==> src/rtl/sprite_pkg.sv <==
`default_nettype none
// ============================================================================
//  sprite_pkg
//  Shared state encoding, colour width, screen defaults and X-table lookup.
//  Rev 1.0 - initial release
// ============================================================================
package sprite_pkg;

    typedef enum logic [1:0] {
        ST_IDLE = 2'd0,
        ST_DRAW = 2'd1,
        ST_DONE = 2'd2
    } state_t;

    localparam int COLOUR_W         = 3;
    localparam int SCREEN_W_DEFAULT = 160;
    localparam int SCREEN_H_DEFAULT = 120;
    localparam int MAX_POS          = 16;

    // Tables narrower than MAX_POS entries are zero-extended by the caller.
    function automatic logic [7:0] x_table_entry(input logic [8*MAX_POS-1:0] tbl,
                                                 input int                   slot);
        logic [7:0] entry;
        entry = 8'd0;
        for (int i = 0; i < MAX_POS; i++) begin
            if (i == slot) entry = tbl[8*i +: 8];
        end
        return entry;
    endfunction

endpackage
`default_nettype wire

==> src/rtl/sprite_plotter_raster_counter.sv <==
`default_nettype none
// ============================================================================
//  raster_counter
//  Row-major x/y scan counter with clear, enable and a registered last flag.
//  Rev 1.0 - initial release
// ============================================================================
module raster_counter #(
    parameter  int W  = 9,
    parameter  int H  = 5,
    localparam int XW = (W > 1) ? $clog2(W) : 1,
    localparam int YW = (H > 1) ? $clog2(H) : 1
) (
    input  logic          Clock,
    input  logic          Reset,
    input  logic          i_clear,
    input  logic          i_enable,
    output logic [XW-1:0] o_x,
    output logic [YW-1:0] o_y,
    output logic          o_last
);

    logic w_x_end;
    logic w_y_end;

    assign w_x_end = (o_x == XW'(W - 1));
    assign w_y_end = (o_y == YW'(H - 1));

    // o_last is high for the cycle after the final coordinate was consumed;
    // by then the counters have already wrapped back to (0,0).
    always_ff @(posedge Clock or posedge Reset) begin
        if (Reset) begin
            o_x    <= '0;
            o_y    <= '0;
            o_last <= 1'b0;
        end else if (i_clear) begin
            o_x    <= '0;
            o_y    <= '0;
            o_last <= 1'b0;
        end else if (i_enable) begin
            o_last <= w_x_end && w_y_end;
            if (w_x_end) begin
                o_x <= '0;
                o_y <= w_y_end ? '0 : o_y + 1'b1;
            end else begin
                o_x <= o_x + 1'b1;
            end
        end else begin
            o_last <= 1'b0;
        end
    end

endmodule
`default_nettype wire

==> src/rtl/sprite_plotter.sv <==
`default_nettype none
// ============================================================================
//  sprite_plotter
//  Sprite rasteriser: one clipped, masked pixel per clock to the VGA adapter.
//  Rev 1.0 - initial release
// ============================================================================
module sprite_plotter
    import sprite_pkg::*;
#(
    parameter  int                            SPRITE_W    = 9,
    parameter  int                            SPRITE_H    = 5,
    parameter  int                            NUM_POS     = 4,
    parameter  logic [8*NUM_POS-1:0]          X_TABLE     = {8'd132, 8'd78, 8'd24, 8'd6},
    parameter  int                            Y_BASE      = 102,
    parameter  logic [SPRITE_W*SPRITE_H-1:0]  SPRITE_MASK = '1,
    parameter  logic [COLOUR_W-1:0]           FG_COLOUR   = 3'b111,
    parameter  logic [COLOUR_W-1:0]           BG_COLOUR   = 3'b000,
    parameter  int                            SCREEN_W    = SCREEN_W_DEFAULT,
    parameter  int                            SCREEN_H    = SCREEN_H_DEFAULT,
    localparam int                            POS_W       = (NUM_POS > 1) ? $clog2(NUM_POS) : 1
) (
    input  logic                Clock,
    input  logic                Reset,
    input  logic                Start,
    input  logic                Erase,
    input  logic [POS_W-1:0]    PosSel,
    output logic [7:0]          XOut,
    output logic [6:0]          YOut,
    output logic [COLOUR_W-1:0] ColourOut,
    output logic                Plot,
    output logic                Busy,
    output logic                DoneDrawing
);

    localparam int c_xw    = (SPRITE_W > 1) ? $clog2(SPRITE_W) : 1;
    localparam int c_yw    = (SPRITE_H > 1) ? $clog2(SPRITE_H) : 1;
    localparam int c_idx_w = (SPRITE_W * SPRITE_H > 1) ? $clog2(SPRITE_W * SPRITE_H) : 1;
    localparam logic [8*MAX_POS-1:0] c_x_table_ext = (8*MAX_POS)'(X_TABLE);

    state_t            r_state;
    logic [7:0]        r_origin;
    logic              r_erase;

    logic              w_accept;
    logic              w_step;
    logic              w_clear;
    logic [POS_W-1:0]  w_pos;
    logic [7:0]        w_origin;
    logic              w_erase;
    logic [c_xw-1:0]   w_x;
    logic [c_yw-1:0]   w_y;
    logic              w_last;
    logic [c_idx_w-1:0] w_idx;
    logic [8:0]        w_sx;
    logic [8:0]        w_sy;
    logic              w_plot;

    assign w_accept = Start && ((r_state == ST_IDLE) || (r_state == ST_DONE));

    // The counters rest at (0,0) outside DRAW, so the accepting edge already
    // renders pixel (0,0) and steps the counter; this gives the one-cycle
    // Start-to-first-pixel latency.
    assign w_step  = w_accept || ((r_state == ST_DRAW) && !w_last);
    assign w_clear = !w_step && (r_state != ST_DRAW);

    always_comb begin
        w_pos = PosSel;
        if (int'(PosSel) >= NUM_POS) w_pos = POS_W'(NUM_POS - 1);
    end

    assign w_origin = w_accept ? x_table_entry(c_x_table_ext, int'(w_pos)) : r_origin;
    assign w_erase  = w_accept ? Erase : r_erase;

    raster_counter #(
        .W (SPRITE_W),
        .H (SPRITE_H)
    ) u_raster (
        .Clock    (Clock),
        .Reset    (Reset),
        .i_clear  (w_clear),
        .i_enable (w_step),
        .o_x      (w_x),
        .o_y      (w_y),
        .o_last   (w_last)
    );

    assign w_idx  = c_idx_w'(w_y) * c_idx_w'(SPRITE_W) + c_idx_w'(w_x);
    assign w_sx   = {1'b0, w_origin} + 9'(w_x);
    assign w_sy   = 9'(Y_BASE) + 9'(w_y);
    assign w_plot = (w_sx < 9'(SCREEN_W)) && (w_sy < 9'(SCREEN_H)) &&
                    (w_erase || SPRITE_MASK[w_idx]);

    always_ff @(posedge Clock or posedge Reset) begin
        if (Reset) begin
            r_state     <= ST_IDLE;
            r_origin    <= 8'd0;
            r_erase     <= 1'b0;
            XOut        <= 8'd0;
            YOut        <= 7'd0;
            ColourOut   <= '0;
            Plot        <= 1'b0;
            Busy        <= 1'b0;
            DoneDrawing <= 1'b0;
        end else if (w_accept) begin
            r_state     <= ST_DRAW;
            r_origin    <= w_origin;
            r_erase     <= Erase;
            XOut        <= w_sx[7:0];
            YOut        <= w_sy[6:0];
            ColourOut   <= w_erase ? BG_COLOUR : FG_COLOUR;
            Plot        <= w_plot;
            Busy        <= 1'b1;
            DoneDrawing <= 1'b0;
        end else begin
            case (r_state)
                ST_DRAW: begin
                    if (w_last) begin
                        r_state     <= ST_DONE;
                        Plot        <= 1'b0;
                        Busy        <= 1'b0;
                        DoneDrawing <= 1'b1;
                    end else begin
                        XOut      <= w_sx[7:0];
                        YOut      <= w_sy[6:0];
                        ColourOut <= w_erase ? BG_COLOUR : FG_COLOUR;
                        Plot      <= w_plot;
                        Busy      <= 1'b1;
                    end
                end
                ST_DONE: begin
                    r_state     <= ST_IDLE;
                    Plot        <= 1'b0;
                    Busy        <= 1'b0;
                    DoneDrawing <= 1'b0;
                end
                default: begin
                    r_state     <= ST_IDLE;
                    Plot        <= 1'b0;
                    Busy        <= 1'b0;
                    DoneDrawing <= 1'b0;
                end
            endcase
        end
    end

endmodule
`default_nettype wire
==> config.mk <==
export PLATFORM = sky130hd
export DESIGN_NAME = sprite_plotter
export DESIGN_NICKNAME = d
export VERILOG_FILES = /design/src/rtl/sprite_pkg.sv /design/src/rtl/sprite_plotter_raster_counter.sv /design/src/rtl/sprite_plotter.sv
export SDC_FILE = /design/constraint.sdc
export NUM_CORES = 1
export LEC_CHECK = 0
export ABC_AREA = 1
export BUFFER_PORTS_ARGS = -buffer_cell sky130_fd_sc_hd__buf_2
export CORE_MARGIN = 2
export CORE_UTILIZATION = 51
export DETAILED_ROUTE_END_ITERATION = 16
export GPL_ROUTABILITY_DRIVEN = 0
export GPL_TIMING_DRIVEN = 0
export HOLD_SLACK_MARGIN = 0.08
export PLACE_DENSITY = 0.74
export RECOVER_POWER = 25
export SYNTH_ARGS = -nofsm -noshare
export SYNTH_HDL_FRONTEND = slang
export SYNTH_SLANG_ARGS = --single-unit
==> constraint.sdc <==
create_clock -name Clock -period 1.8 [get_ports Clock]
set_clock_uncertainty 0.1 [all_clocks]
set_input_delay 0.27 -clock Clock [delete_from_list [all_inputs] [get_ports Clock]]
set_output_delay 0.27 -clock Clock [all_outputs]
set_load 0.05 [all_outputs]
======== Yosys cells after proc, flatten, opt, wreduce, memory -nomap -nowiden ========
Memory sizes are Yosys's and may differ from the RTL's.
Cells that the tools add are included.
Widths: inputs -> output; s select.
storage, ports and cells
  register bits after elaboration ......... 40
  bits in read-only memories .............. 64
  output and inout port bits .............. 21
  word-level logic and storage cells ...... 88
  memories ................................ 1
  input port bits ......................... 6
operators by class
  equal/unequal tests ..................... 10
  $lt $le $gt $ge ......................... 3
  muxes and demuxes ....................... 38
  reduce and logical (&&, ||, !) cells .... 18
  $add $sub $neg .......................... 5
  multiply operators ...................... 1
memories
  name              words  width  read ports  clocked after Yosys merged registers in  write ports  line                  text
  (name not given)  64     1      1           0                                        0            sprite_plotter.sv:91  (w_erase || SPRITE_MASK[w_idx]);
operators with widths
  operator             number
  $mux 8               7
  $mux 3               9
  $mux 7               3
  $mux 1               13
  $mux 4               3
  $add 8x4->9          1
  $lt 9x8->1 const B   1
  $add 7x3->8 const A  1
  $lt 8x7->1 const B   1
  $lt 6x7->1 const B   1
  $add 6x4->6          1
  $logic_and 1x1->1    6
  $mul 3x4->6 const B  1
  $mux 2               3
  $reduce_bool 2->1    3
  $add 4x1->4 const B  1
  $eq 2x2->1 const A   2
  $eq 4x4->1 const B   1
  $logic_not 2->1      2
  $reduce_and 2->1     2
  $add 3x1->3 const B  1
  $eq 3x3->1 const B   1
  $logic_or 1x1->1     3
  $ne 3x2->1 const B   1
  other kinds (6)      7

======== Longest topological paths before layout ========
Gate-level depths: netlist of run 1.
  depth after elaboration ................. 13
  gate-level depth with buffers ........... 16
  gate-level depth less buffers ........... 15

======== Modules after synthesis ========
From an unflattened synthesis of run 1, not the netlist that was laid out.
unflattened totals
  cell total of the unflattened synthesis .. 218
  area total of the unflattened synthesis .. 1853.0 um^2
modules (own cells, without submodules)
  module          cells an instance  times used  seq. area each (um^2)  area each (um^2)
  sprite_plotter  160                1           675.6                  1386.3
  raster_counter  58                 1           200.2                  466.7

======== Worst setup path after synthesis of run 1 ========
OpenSTA, ideal clock, no wires.
  kind .................................... register -> register
  from .................................... reg r_state[0]
  to ...................................... reg Plot
  data arrival time ....................... 1.749 ns
  setup time .............................. 0.123 ns
  period minus slack after synthesis ...... 1.972 ns
  cell stages (with the launch flop) ...... 11
  buffers on the path ..................... 0
  data required time ...................... 1.577 ns
  path slack .............................. -0.172 ns
  path through ............................ dfrtp_1 nor2_4 nand2_1 o21a_1 fa_1 o21ai_4 nand2_1 nand2_1 nand2_1 nand2_1 a21oi_1
between the ends
  cells in the longest elaborated chain, start to end .. 11
  elaborated cells between the ends (all ways) .. 15
  classes of those cells .................. add/sub: 1; order compare: 1; eq/ne: 2; mux: 5; reduce/logical: 6
ends and longest elaborated chain
  element                                        line                   text
  from (decl)                                    sprite_plotter.sv:40   state_t r_state;
  from (signal assigned)                         sprite_plotter.sv:95   r_state <= ST_IDLE;
  from (signal assigned)                         sprite_plotter.sv:105  r_state <= ST_DRAW;
  from (signal assigned)                         sprite_plotter.sv:118  r_state <= ST_DONE;
  $eq 2x2->1 or $logic_not 2->1 (tied branches)  sprite_plotter.sv:58   assign w_accept = Start && ((r_state == ST_IDLE) || (r_state == ST_DONE));
  $logic_or 1x1->1                               sprite_plotter.sv:58
  $logic_and 1x1->1                              sprite_plotter.sv:58
  $mux 8                                         sprite_plotter.sv:71   assign w_origin = w_accept ? x_table_entry(c_x_table_ext, int'(w_pos)) : r_origin;
  $add 8x4->9                                    sprite_plotter.sv:88   assign w_sx = {1'b0, w_origin} + 9'(w_x);
  $lt 9x8->1                                     sprite_plotter.sv:90   assign w_plot = (w_sx < 9'(SCREEN_W)) && (w_sy < 9'(SCREEN_H)) &&
  $logic_and 1x1->1 (2 in series)                sprite_plotter.sv:90
  $mux 1                                         sprite_plotter.sv:117  if (w_last) begin
  $mux 1                                         sprite_plotter.sv:115  case (r_state)
  $mux 1 (*)                                     sprite_plotter.sv:104  end else if (w_accept) begin
  to (signal assigned)                           sprite_plotter.sv:111  Plot <= w_plot;
  to (signal assigned)                           sprite_plotter.sv:126  Plot <= w_plot;
  to (decl)                                      sprite_plotter.sv:30   output logic Plot,
Every way passes the cells marked *; elsewhere a longest branch is shown, timed or not.
A chain may end at the register's enable or synchronous reset.

======== Final worst setup path of run 1 ========
Ends and elaborated chain as after synthesis.

==> reports/summary.txt, run 1 <==
worst r2r path cells: 9
failing checks: negative setup slack
Hold Path Class: primary input to flip-flop
Critical Path RT: 1.96 ns
clock tree buffer depth: 2
Setup CP Type: flip-flop to flip-flop
leakage power: 1.18 nW
DR iter-0 viols: 92
final hold violation count: 0
CTS tree: built
proportion of layout cells with a drive suffix above 1: 35.1%
antenna cells: 0
global-route wire length before repair: 6160 um
Core ar.: 3420 um^2
vias per inst: 4.72
Starting Density: 54.1%
largest fanout of any net on the critical path: 3
dpl ws: -0.408 ns
xor/xnor cell area share of the yosys netlist: 1.90%
Final period util: 112%
Synth Warn #: 0
DRC viols: 0
largest net degree at the start of global routing: 36
HPWL Detailed: 2390 um
cts bufs inserted: 5
number of I/O pins: 27
gr usage total: 19.0%
Filler cells: 274
outcome: complete, but fails checks
mux cell area share after synthesis: 0.542%
mapped cell area: 1850 um^2
final wirelength: 3410 um
fin util: 67.4%
most common cell after layout, fill and taps aside: nand2_1
Rel. slew slack: 52.3%
Worst-path clk slew: 0.10 ns
Max VDD drop: 0.806 mV
die footprint: 4120 um^2
Hold Crit Start: Erase
Synth Area per Inst: 9.24 um^2
fin worst setup slack: -0.209 ns
Multi-input gate area: 902 um^2
worst flop-to-flop path startpoint: r_state[0]
nets: 266
final antenna-violating net count: 0
Peak Freq: 498 MHz
Reg area: 876 um^2
Adder-Cell Fraction of Synth Area: 11.2%
R2R Path End: Plot
max_cap viols: 0
WHS Path Cells: 3
grt ovf: 0
drt pass-1 iters: 4
Final Critical Period: 2.01 ns
R2R Setup Slk: -0.21 ns
Compound-Gate Fraction of Synth Area: 9.28%
simple-gate area share of the yosys netlist: 19.9%
Hold Path Sink: r_erase
row cnt: 21
Worst Setup SP: r_state[0]
crit end category: flip-flop
Chip Width: 64.2 um
CTS sink cnt: 35
vias in the first global route: 1,445
htree depth: 2
flops & latches, synth: 35
main combinational cell family by area after synthesis: simple AND/OR/NAND/NOR gates
Setup violations, final: 7
final instance area: 2300 um^2
via count: 1,374
arrival time at the worst endpoint: 2.17 ns
Synth-to-Final Area Change: 24.6%
PD cells: 1890 nW/um^2
initial antenna violation count: 0
dpl cell area: 2050 um^2
commonest non-fill, non-tap cells in the layout: 37 x nand2_1, 35 x dfrtp_1, 28 x inv_1, 27 x buf_2, 16 x buf_4
Clock Latency Late Sink: 0.33 ns
count of cell types in the netlist: 29
startpoint types: flip-flop
Port Buffers: 25
Slew Viols, Final: 0
Mapped Cells: 200
Post-Syn Nets: 222
chip height: 64.2 um
Slew @ Worst Pin: 0.714 ns
RSZ-0062 raised after global routing: true
Seq/Total Area, Yosys: 47.4%
root buf cell: clkbuf_4
routed wire length per instance: 11.7 um
[timing repair]
| action | 4_1_cts | 5_1_grt |
|---|---|---|
| hold endpoints to repair | 0 | 35 |
| pin swaps | 17 | 7 |
| setup endpoints to repair | 8 | 8 |
| setup buffers | 9 | 3 |
| resized for setup | 16 | 8 |
| hold buffers | 0 | 1 |
| cloned | 0 | 0 |
[through the flow]
stage | instances | power, mW | hold slack [ns] | setup TNS [ns]
6_report | 291 | 4.35 | 0.0842 | -0.941
5_1_grt | 291 | 4.71 | 0.0993 | -1.79
4_1_cts | 287 | 4.22 | 0.0811 | -0.864
3_5_place_dp | 271 | 3.45 | 0.363 | -2.04
3_3_place_gp | 271 | 3.39 | 0.356 | -1.83
2_1_floorplan | 200 | 3.00 | 0.301 | -0.428
[synthesized netlist by cell type, drive strengths merged]
cell type,count,area (um^2)
o21ai,24,139
nand3,7,40.0
inv,31,116
xnor2,1,8.76
nor3,1,5.00
fa,1,20.0
o21a,1,7.51
conb,1,3.75
buf,7,60.1
nor2,12,76.3
xor2,3,26.3
ha,15,188
or2,1,6.26
nand4,3,18.8
dfrtp,35,876
nand2,51,221
mux2i,1,10.0
a21oi,5,25.0
[critical path, cell delays in order (launching register included)]
cell     delay, ns
dfrtp_1       0.44
nor2_4        0.14
nand2_2       0.08
o21a_4        0.22
fa_2          0.41
o21ai_4       0.16
nand3_2       0.11
nand2_2       0.09
nand2_2       0.07
a21oi_2       0.12
[per-layer routing]
layer | share of wire, % | vias up | global-route usage [%]
met5 | 0 | - | 0
met4 | 0.73 | 0 | 6.38
met3 | 3.4 | 5 | 3.52
met2 | 51 | 21 | 33.6
met1 | 45 | 640 | 23.1
li1 | - | 708 | -
[where the power goes]
part           internal [mW]  total [mW]  switching, mW
Combinational          0.853        2.45           1.59
Clock                  0.328       0.584          0.256
Sequential              1.11        1.32          0.203
Total                   2.30        4.35           2.05
[flip-flops by register name, summed over array words and instances (netlist names)]
signal,cells
u_raster.o_x,4
r_erase,1
Busy,1
YOut,5
r_state,1
ColourOut,1
Plot,1
r_origin,8
XOut,8
u_raster.o_y,3
DoneDrawing,1
u_raster.o_last,1
[final cells by class]
class                      count  share of cell area, %
clock buffer                   6                   2.23
sequential                    35                   38.0
buffer                         6                   1.74
clock inverter                 2                   1.52
multi-input combinational    127                   39.2
tap                           46                   2.50
inverter                      31                   5.05
timing repair buffer          38                   9.78
[worst max path at each step]
stage	end
after floorplan	XOut[7]
after global placement	Plot
after detailed placement	XOut[7]
after CTS	Plot
after global routing	Plot
final	Plot
[cell families (layout without fill, tap and decap cells)]
logic type                 after synthesis  after routing
AOI/OAI and AO/OA                       30             30
xor gates and xnor gates                 4              4
adders and majority gates               16             16
buffers and inverters                   38             83
DFF                                     35             35
muxes                                    1              1
other                                    1              1
and+or+nand+nor                         75             75
Power figures use the tool's default switching activity.
==> run 2: changes to the inputs <==
--- a/config.mk
+++ b/config.mk
@@ -17,4 +17,5 @@
 export RECOVER_POWER = 25
 export SYNTH_ARGS = -nofsm -noshare
 export SYNTH_HDL_FRONTEND = slang
+export SYNTH_HIERARCHICAL = 1
 export SYNTH_SLANG_ARGS = --single-unit
==> run 2 against run 1 <==
Effect of this change: the run still ends with negative setup slack left; global-route usage is 1.0 points higher; worst setup slack worse by 0.025 ns; register-to-register slack worse by 0.03 ns; combinational power is 5% lower; total power is 1.0% lower; critical path type unchanged; largest cell class unchanged.
==> reports/summary.txt, run 2 <==
drt pass-1 iters: 4 (unchanged)
dpl ws: -0.385 ns (+0.0230 ns)
Seq/Total Area, Yosys: 47.3% (-0.13 points)
Fin Hold WS: 0.197 ns (+0.113 ns)
count of cell types in the netlist: 28 (-3.4%)
CTS tree: built
Synth Area per Inst: 8.50 um^2 (-8.0%)
crit end category: flip-flop
fin util: 73.3% (+5.8 points)
leakage power: 1.33 nW (+12%)
final hold violation count: 0 (unchanged)
Max VDD drop: 0.871 mV (+8.1%)
dpl cell area: 2060 um^2 (+0.24%)
ranking of synthesized cells by area: dfrtp_1 47%, nand2_1 11%, ha_1 9.5%, inv_1 7.5%, nand3_1 3.5%
global-route wire length before repair: 6270 um (+1.8%)
vias in the first global route: 1,421 (-1.7%)
Critical Path RT: 1.94 ns (-0.02 ns)
DRC viols: 0 (unchanged)
Starting Density: 54.2% (+0.15 points)
Multi-input gate area: 968 um^2 (+7.4%)
Slew @ Worst Pin: 0.991 ns (+0.277 ns)
Synth top cells by count: 55 x nand2_1, 37 x inv_1, 35 x dfrtp_1
Setup CP Type: flip-flop to flip-flop
fin worst setup slack: -0.234 ns (-0.0251 ns)
Core ar.: 3420 um^2 (unchanged)
CTS sink cnt: 35 (unchanged)
commonest non-fill, non-tap cells in the layout: 41 x nand2_1, 34 x dfrtp_1, 33 x inv_1, 27 x buf_2, 18 x buf_4
flops & latches, synth: 35 (unchanged)
nets: 291 (+9.4%)
Final Critical Period: 2.03 ns (+0.0251 ns)
wl on met1: 1840 um (+20%)
final instance area: 2500 um^2 (+8.6%)
met2 routed WL: 2170 um (+25%)
startpoint types: flip-flop
root buf cell: clkbuf_4
htree depth: 2 (unchanged)
Worst-path clk slew: 0.11 ns (about the same)
DR iter-0 viols: 121 (+32%)
HPWL Detailed: 2480 um (+3.9%)
Max Used Layer: met4
Slew Viols, Final: 0 (unchanged)
count leader, synth: nand2_1
routed wl met3: 170 um (+48%)
row cnt: 21 (unchanged)
Setup violations, final: 7 (unchanged)
Port Buffers: 25 (unchanged)
initial antenna violation count: 0 (unchanged)
Clock Latency Late Sink: 0.35 ns (+0.02 ns)
failing checks: negative setup slack
die footprint: 4130 um^2 (+0.25%)
Chip Width: 64.3 um (+0.12%)
Synth-to-Final Area Change: 35.0%
chip height: 64.3 um (+0.12%)
grt ovf: 0 (unchanged)
cts bufs inserted: 5 (unchanged)
Hold Path Class: primary input to flip-flop
PD cells: 1720 nW/um^2 (-8.9%)
max_cap viols: 0 (unchanged)
largest fanout of any net on the critical path: 5 (+2)
Peak Freq: 492 MHz (-1.2%)
Post-synth EDFFs: 0 (unchanged)
Mapped Cells: 218 (+9.0%)
top flop regs: XOut x8, r_origin x8, YOut x5
mapped cell area: 1850 um^2 (+0.27%)
Total Negative Setup Slacks: -1.26 ns (-0.320 ns)
Top FF cell, synth: dfrtp_1
final antenna-violating net count: 0 (unchanged)
proportion of layout cells with a drive suffix above 1: 41.7% (+6.6 points)
clock tree buffer depth: 2 (unchanged)
share of async-settable or async-resettable flops after synthesis: 100% (unchanged)
arrival time at the worst endpoint: 2.17 ns (about the same)
post-synth top area share: 47.3% (-0.13 points)
Rel. slew slack: 33.9% (-18 points)
routed wire length per instance: 13.6 um (+16%)
most common cell after layout, fill and taps aside: nand2_1
Filler cells: 237 (-14%)
RSZ-0062 raised after global routing: true
number of I/O pins: 27 (unchanged)
antenna cells: 0 (unchanged)
largest area contributor in the netlist: dfrtp_1
Reg area: 877 um^2 (+0.14%)
Synth Warn #: 6 (+6)
Final period util: 113% (+1.4 points)
largest net degree at the start of global routing: 28 (-22%)
final wirelength: 4310 um (+27%)
vias per inst: 4.93 (+4.5%)
Post-Syn Nets: 239 (+7.7%)
outcome: complete, but fails checks
via count: 1,564 (+14%)
gr usage total: 20.0% (+1.0 points)
-- run 2: cell types whose count changed after synthesis, sizes merged --
cell   previous run  this run
inv              31        42
a31oi             0         1
nand3             7        14
o21ai            24        13
nor2             12        17
xor2              3         2
nor3              1         0
nand4             3         1
nand2            51        60
ha               15        14
a21oi             5         6
buf               7         6
nor4              0         1
-- run 2: final timing paths --
kind,start,end,slack [ns],cells past startpoint
setup / recovery,r_state[0],XOut[4],-0.23,12
hold / removal,Start,r_origin[3],0.20,4
setup reg to reg,r_state[0],XOut[4],-0.23,12
hold reg to reg,r_origin[3],r_origin[3],0.39,2
max in group asynchronous,Reset,r_state[0],0.35,3
min in group asynchronous,Reset,u_raster/o_y[2],0.33,3
-- run 2: cell families after synthesis --
family          after synthesis  share of synthesized area, %
mux                           1                         0.540
simple gates                 94                          23.3
compound gates               21                          6.08
fa+ha+maj                    15                          10.5
other cells                   1                         0.202
buf+inv                      48                          10.7
xor+xnor                      3                          1.42
flops                        35                          47.3
-- run 2: through the flow --
stage / total power [mW] / std cells
final: 4.30 / 317
after detailed placement: 3.06 / 289
after global routing: 4.57 / 317
after CTS: 3.87 / 306
after floorplan: 2.67 / 218
after global placement: 3.02 / 289
-- run 2: what timing repair did --
item,in CTS,in global routing
hold buffers,2,0
gates resized for setup,15,38
pin swaps,9,15
setup buffers,7,11
endpoints found under the setup margin,6,15
hold endpoints to repair,30,0
-- run 2: report_power, final --
group | switching (mW) | internal, mW | leakage [nW]
clock network | 0.269 | 0.433 | 0.0525
registers | 0.219 | 1.06 | 0.425
logic | 1.51 | 0.804 | 0.851
-- run 2: layer usage --
metal / track usage [%] / vias to the layer above
met5: 0 / -
met4: 10.1 / 0
met3: 5.11 / 15
met2: 32.0 / 34
met1: 25.0 / 744
li1: - / 771
-- run 2: worst max-delay path, stage by stage (launching register included) --
cell	delay (ns)
dfrtp_2	0.44
nor2_8	0.06
buf_6	0.12
nor2_4	0.09
ha_4	0.14
inv_2	0.04
fa_2	0.40
inv_2	0.07
nand3_2	0.06
nand2_2	0.10
buf_4	0.13
xnor2_2	0.12
o21ai_1	0.07
-- run 2: final cells by class --
type,count,share of cell area [%]
Buffer,6,1.60
Clock buffer,6,1.65
Clock inverter,2,2.40
Inverter,42,6.50
Multi-Input combinational cell,135,38.7
Sequential cell,35,35.0
Tap cell,46,2.30
Timing Repair Buffer,45,11.8
==> run 3: changes to the inputs <==
--- a/config.mk
+++ b/config.mk
@@ -9,6 +9,7 @@
 export BUFFER_PORTS_ARGS = -buffer_cell sky130_fd_sc_hd__buf_2
 export CORE_MARGIN = 2
 export CORE_UTILIZATION = 51
+export CTS_BUF_LIST = sky130_fd_sc_hd__clkbuf_8 sky130_fd_sc_hd__clkbuf_16
 export DETAILED_ROUTE_END_ITERATION = 16
 export GPL_ROUTABILITY_DRIVEN = 0
 export GPL_TIMING_DRIVEN = 0
==> run 3 against run 2 <==
Effect of this change: the run still ends with negative setup slack left; combinational power is 4% lower; clock power is 18% higher; wire length is 4.2% lower; flip-flop and latch count stayed put; sequential share of layout area is 0.10 points lower; sequential power hardly changed; worst hold slack worse by 0.089 ns; via count is 1.3% lower; critical path type unchanged; largest power group unchanged; highest routed layer unchanged.
==> reports/summary.txt, run 3 (synthesized netlist as in run 2, its figures left out) <==
outcome: complete, but fails checks
failing checks: negative setup slack
global-route wire length before repair: 6560 um (+4.5%)
vias in the first global route: 1,450 (+2.0%)
Worst-path clk slew: 0.07 ns (-0.04 ns)
CTS tree: built
Starting Density: 54.2% (unchanged)
CP Buf/Inv Count: 3 (-1)
number of I/O pins: 27 (unchanged)
chip height: 64.3 um (unchanged)
CP dominant cell by count: nand3_2
Setup violations, final: 7 (unchanged)
Final period util: 114% (+1.4 points)
Fin Hold WS: 0.108 ns (-0.0890 ns)
gr usage total: 20.8% (+0.75 points)
crit end category: flip-flop
via count: 1,544 (-1.3%)
total power: 4.33 mW (+0.59%)
Hold Path Class: primary input to flip-flop
final antenna-violating net count: 0 (unchanged)
largest net degree at the start of global routing: 28 (unchanged)
arrival time at the worst endpoint: 2.18 ns (about the same)
Synth-to-Final Area Change: 35.4%
CP max-delay cell: dfrtp_2
Non-Filler Instances: 316 (-0.32%)
fin util: 73.5% (+0.22 points)
Final Critical Period: 2.06 ns (+0.0255 ns)
routed wire length per instance: 13.1 um (-3.9%)
Port Buffers: 25 (unchanged)
PD cells: 1720 nW/um^2 (+0.29%)
RSZ-0062 raised after global routing: true
DR iter-0 viols: 97 (-20%)
Slew @ Worst Pin: 0.590 ns (-0.401 ns)
top flop regs: XOut x8, r_origin x8, YOut x5
grt ovf: 0 (unchanged)
HPWL Detailed: 2480 um (unchanged)
Placed Instances: 289 (unchanged)
Peak Freq: 486 MHz (-1.2%)
Chip Width: 64.3 um (unchanged)
final wirelength: 4130 um (-4.2%)
Critical Path RT: 1.92 ns (-0.02 ns)
vias per inst: 4.89 (-0.97%)
fin worst setup slack: -0.259 ns (-0.0255 ns)
root buf cell: clkbuf_8
most common cell after layout, fill and taps aside: nand2_1
Top delay family on crit path: simple AND/OR/NAND/NOR gates
proportion of layout cells with a drive suffix above 1: 41.9% (+0.15 points)
Max VDD drop: 0.852 mV (-2.1%)
max incr delay on CP: 0.42 ns (-0.02 ns)
Rel. slew slack: 60.6% (+27 points)
htree depth: 2 (unchanged)
die footprint: 4130 um^2 (unchanged)
startpoint types: flip-flop
antenna cells: 0 (unchanged)
nets: 290 (-0.34%)
Slew Viols, Final: 0 (unchanged)
max_cap viols: 0 (unchanged)
drt pass-1 iters: 4 (unchanged)
DRC viols: 0 (unchanged)
commonest non-fill, non-tap cells in the layout: 41 x nand2_1, 34 x dfrtp_1, 32 x inv_1, 26 x buf_2, 19 x buf_4
clock tree buffer depth: 2 (unchanged)
cts bufs inserted: 5 (unchanged)
leakage power: 1.34 nW (+0.51%)
largest fanout of any net on the critical path: 6 (+1)
final hold violation count: 0 (unchanged)
Clock Latency Late Sink: 0.29 ns (-0.06 ns)
critical-path cell list: nor2_8 -> buf_6 -> nor2_4 -> ha_4 -> inv_2 -> fa_2 -> inv_2 -> nand3_2 -> nand2_2 -> nand3_2 -> nand2_2 -> nand3_2 -> a21oi_2
Setup CP Type: flip-flop to flip-flop
CTS sink cnt: 35 (unchanged)
Core ar.: 3420 um^2 (unchanged)
row cnt: 21 (unchanged)
initial antenna violation count: 0 (unchanged)
## run 3: worst paths after layout
path / startpoint / end / slack (ns) / depth (start not counted)
setup reg to reg: r_state[0] / Plot / -0.26 / 13
hold / removal: Erase / r_erase / 0.11 / 3
hold reg to reg: r_origin[3] / r_origin[3] / 0.38 / 2
max in group asynchronous: Reset / r_state[0] / 0.69 / 3
min in group asynchronous: Reset / u_raster/o_last / 0.45 / 3
setup / recovery: r_state[0] / Plot / -0.26 / 13
## run 3: layout make-up
cell class | count | area, um^2
flip-flops and latches | 35 | 877
clock inverters | 3 | 63.8
repair buffers | 44 | 280
clock buffers | 5 | 68.8
plain buffers | 6 | 40.0
well taps | 46 | 57.6
multi-input cells | 135 | 953
fillers | 244 | 906
inverters | 42 | 169
## run 3: what timing repair did
item | CTS | global route
gates resized for setup | 24 | 27
endpoints found under the setup margin | 6 | 16
buffers inserted | 9 | 9
endpoints found under the hold margin | 8 | 0
hold buffers | 1 | 0
pin swaps | 12 | 19
## run 3: worst register-to-register path: cells and delay by family (launching register included)
kind	cells	cell delay, ns
buffers and inverters	3	0.23
DFF	1	0.42
adders and majority gates	2	0.53
and+or+nand+nor	7	0.60
AOI/OAI and AO/OA	1	0.11
## run 3: power breakdown
| group | switching, mW | internal [mW] | leakage, nW |
|---|---|---|---|
| Clock | 0.282 | 0.548 | 0.0695 |
| Combinational | 1.46 | 0.770 | 0.841 |
| Sequential | 0.207 | 1.07 | 0.425 |
| Total | 1.94 | 2.38 | 1.34 |
## run 3: stage by stage
stage,instance area [um^2],setup TNS [ns],worst slack [ns]
after floorplan,1870,-0.221,-0.0879
final,2510,-1.34,-0.259
after detailed placement,2060,-1.66,-0.385
after global routing,2510,-2.20,-0.353
after global placement,2060,-1.39,-0.335
after CTS,2350,-0.995,-0.230
## run 3: routing by layer
layer,GRT usage (%),routed length [um],vias up
li1,-,-,767
met1,26.3,1680,735
met2,34.0,2190,29
met3,4.58,141,13
met4,9.31,119,0
met5,0,0,-
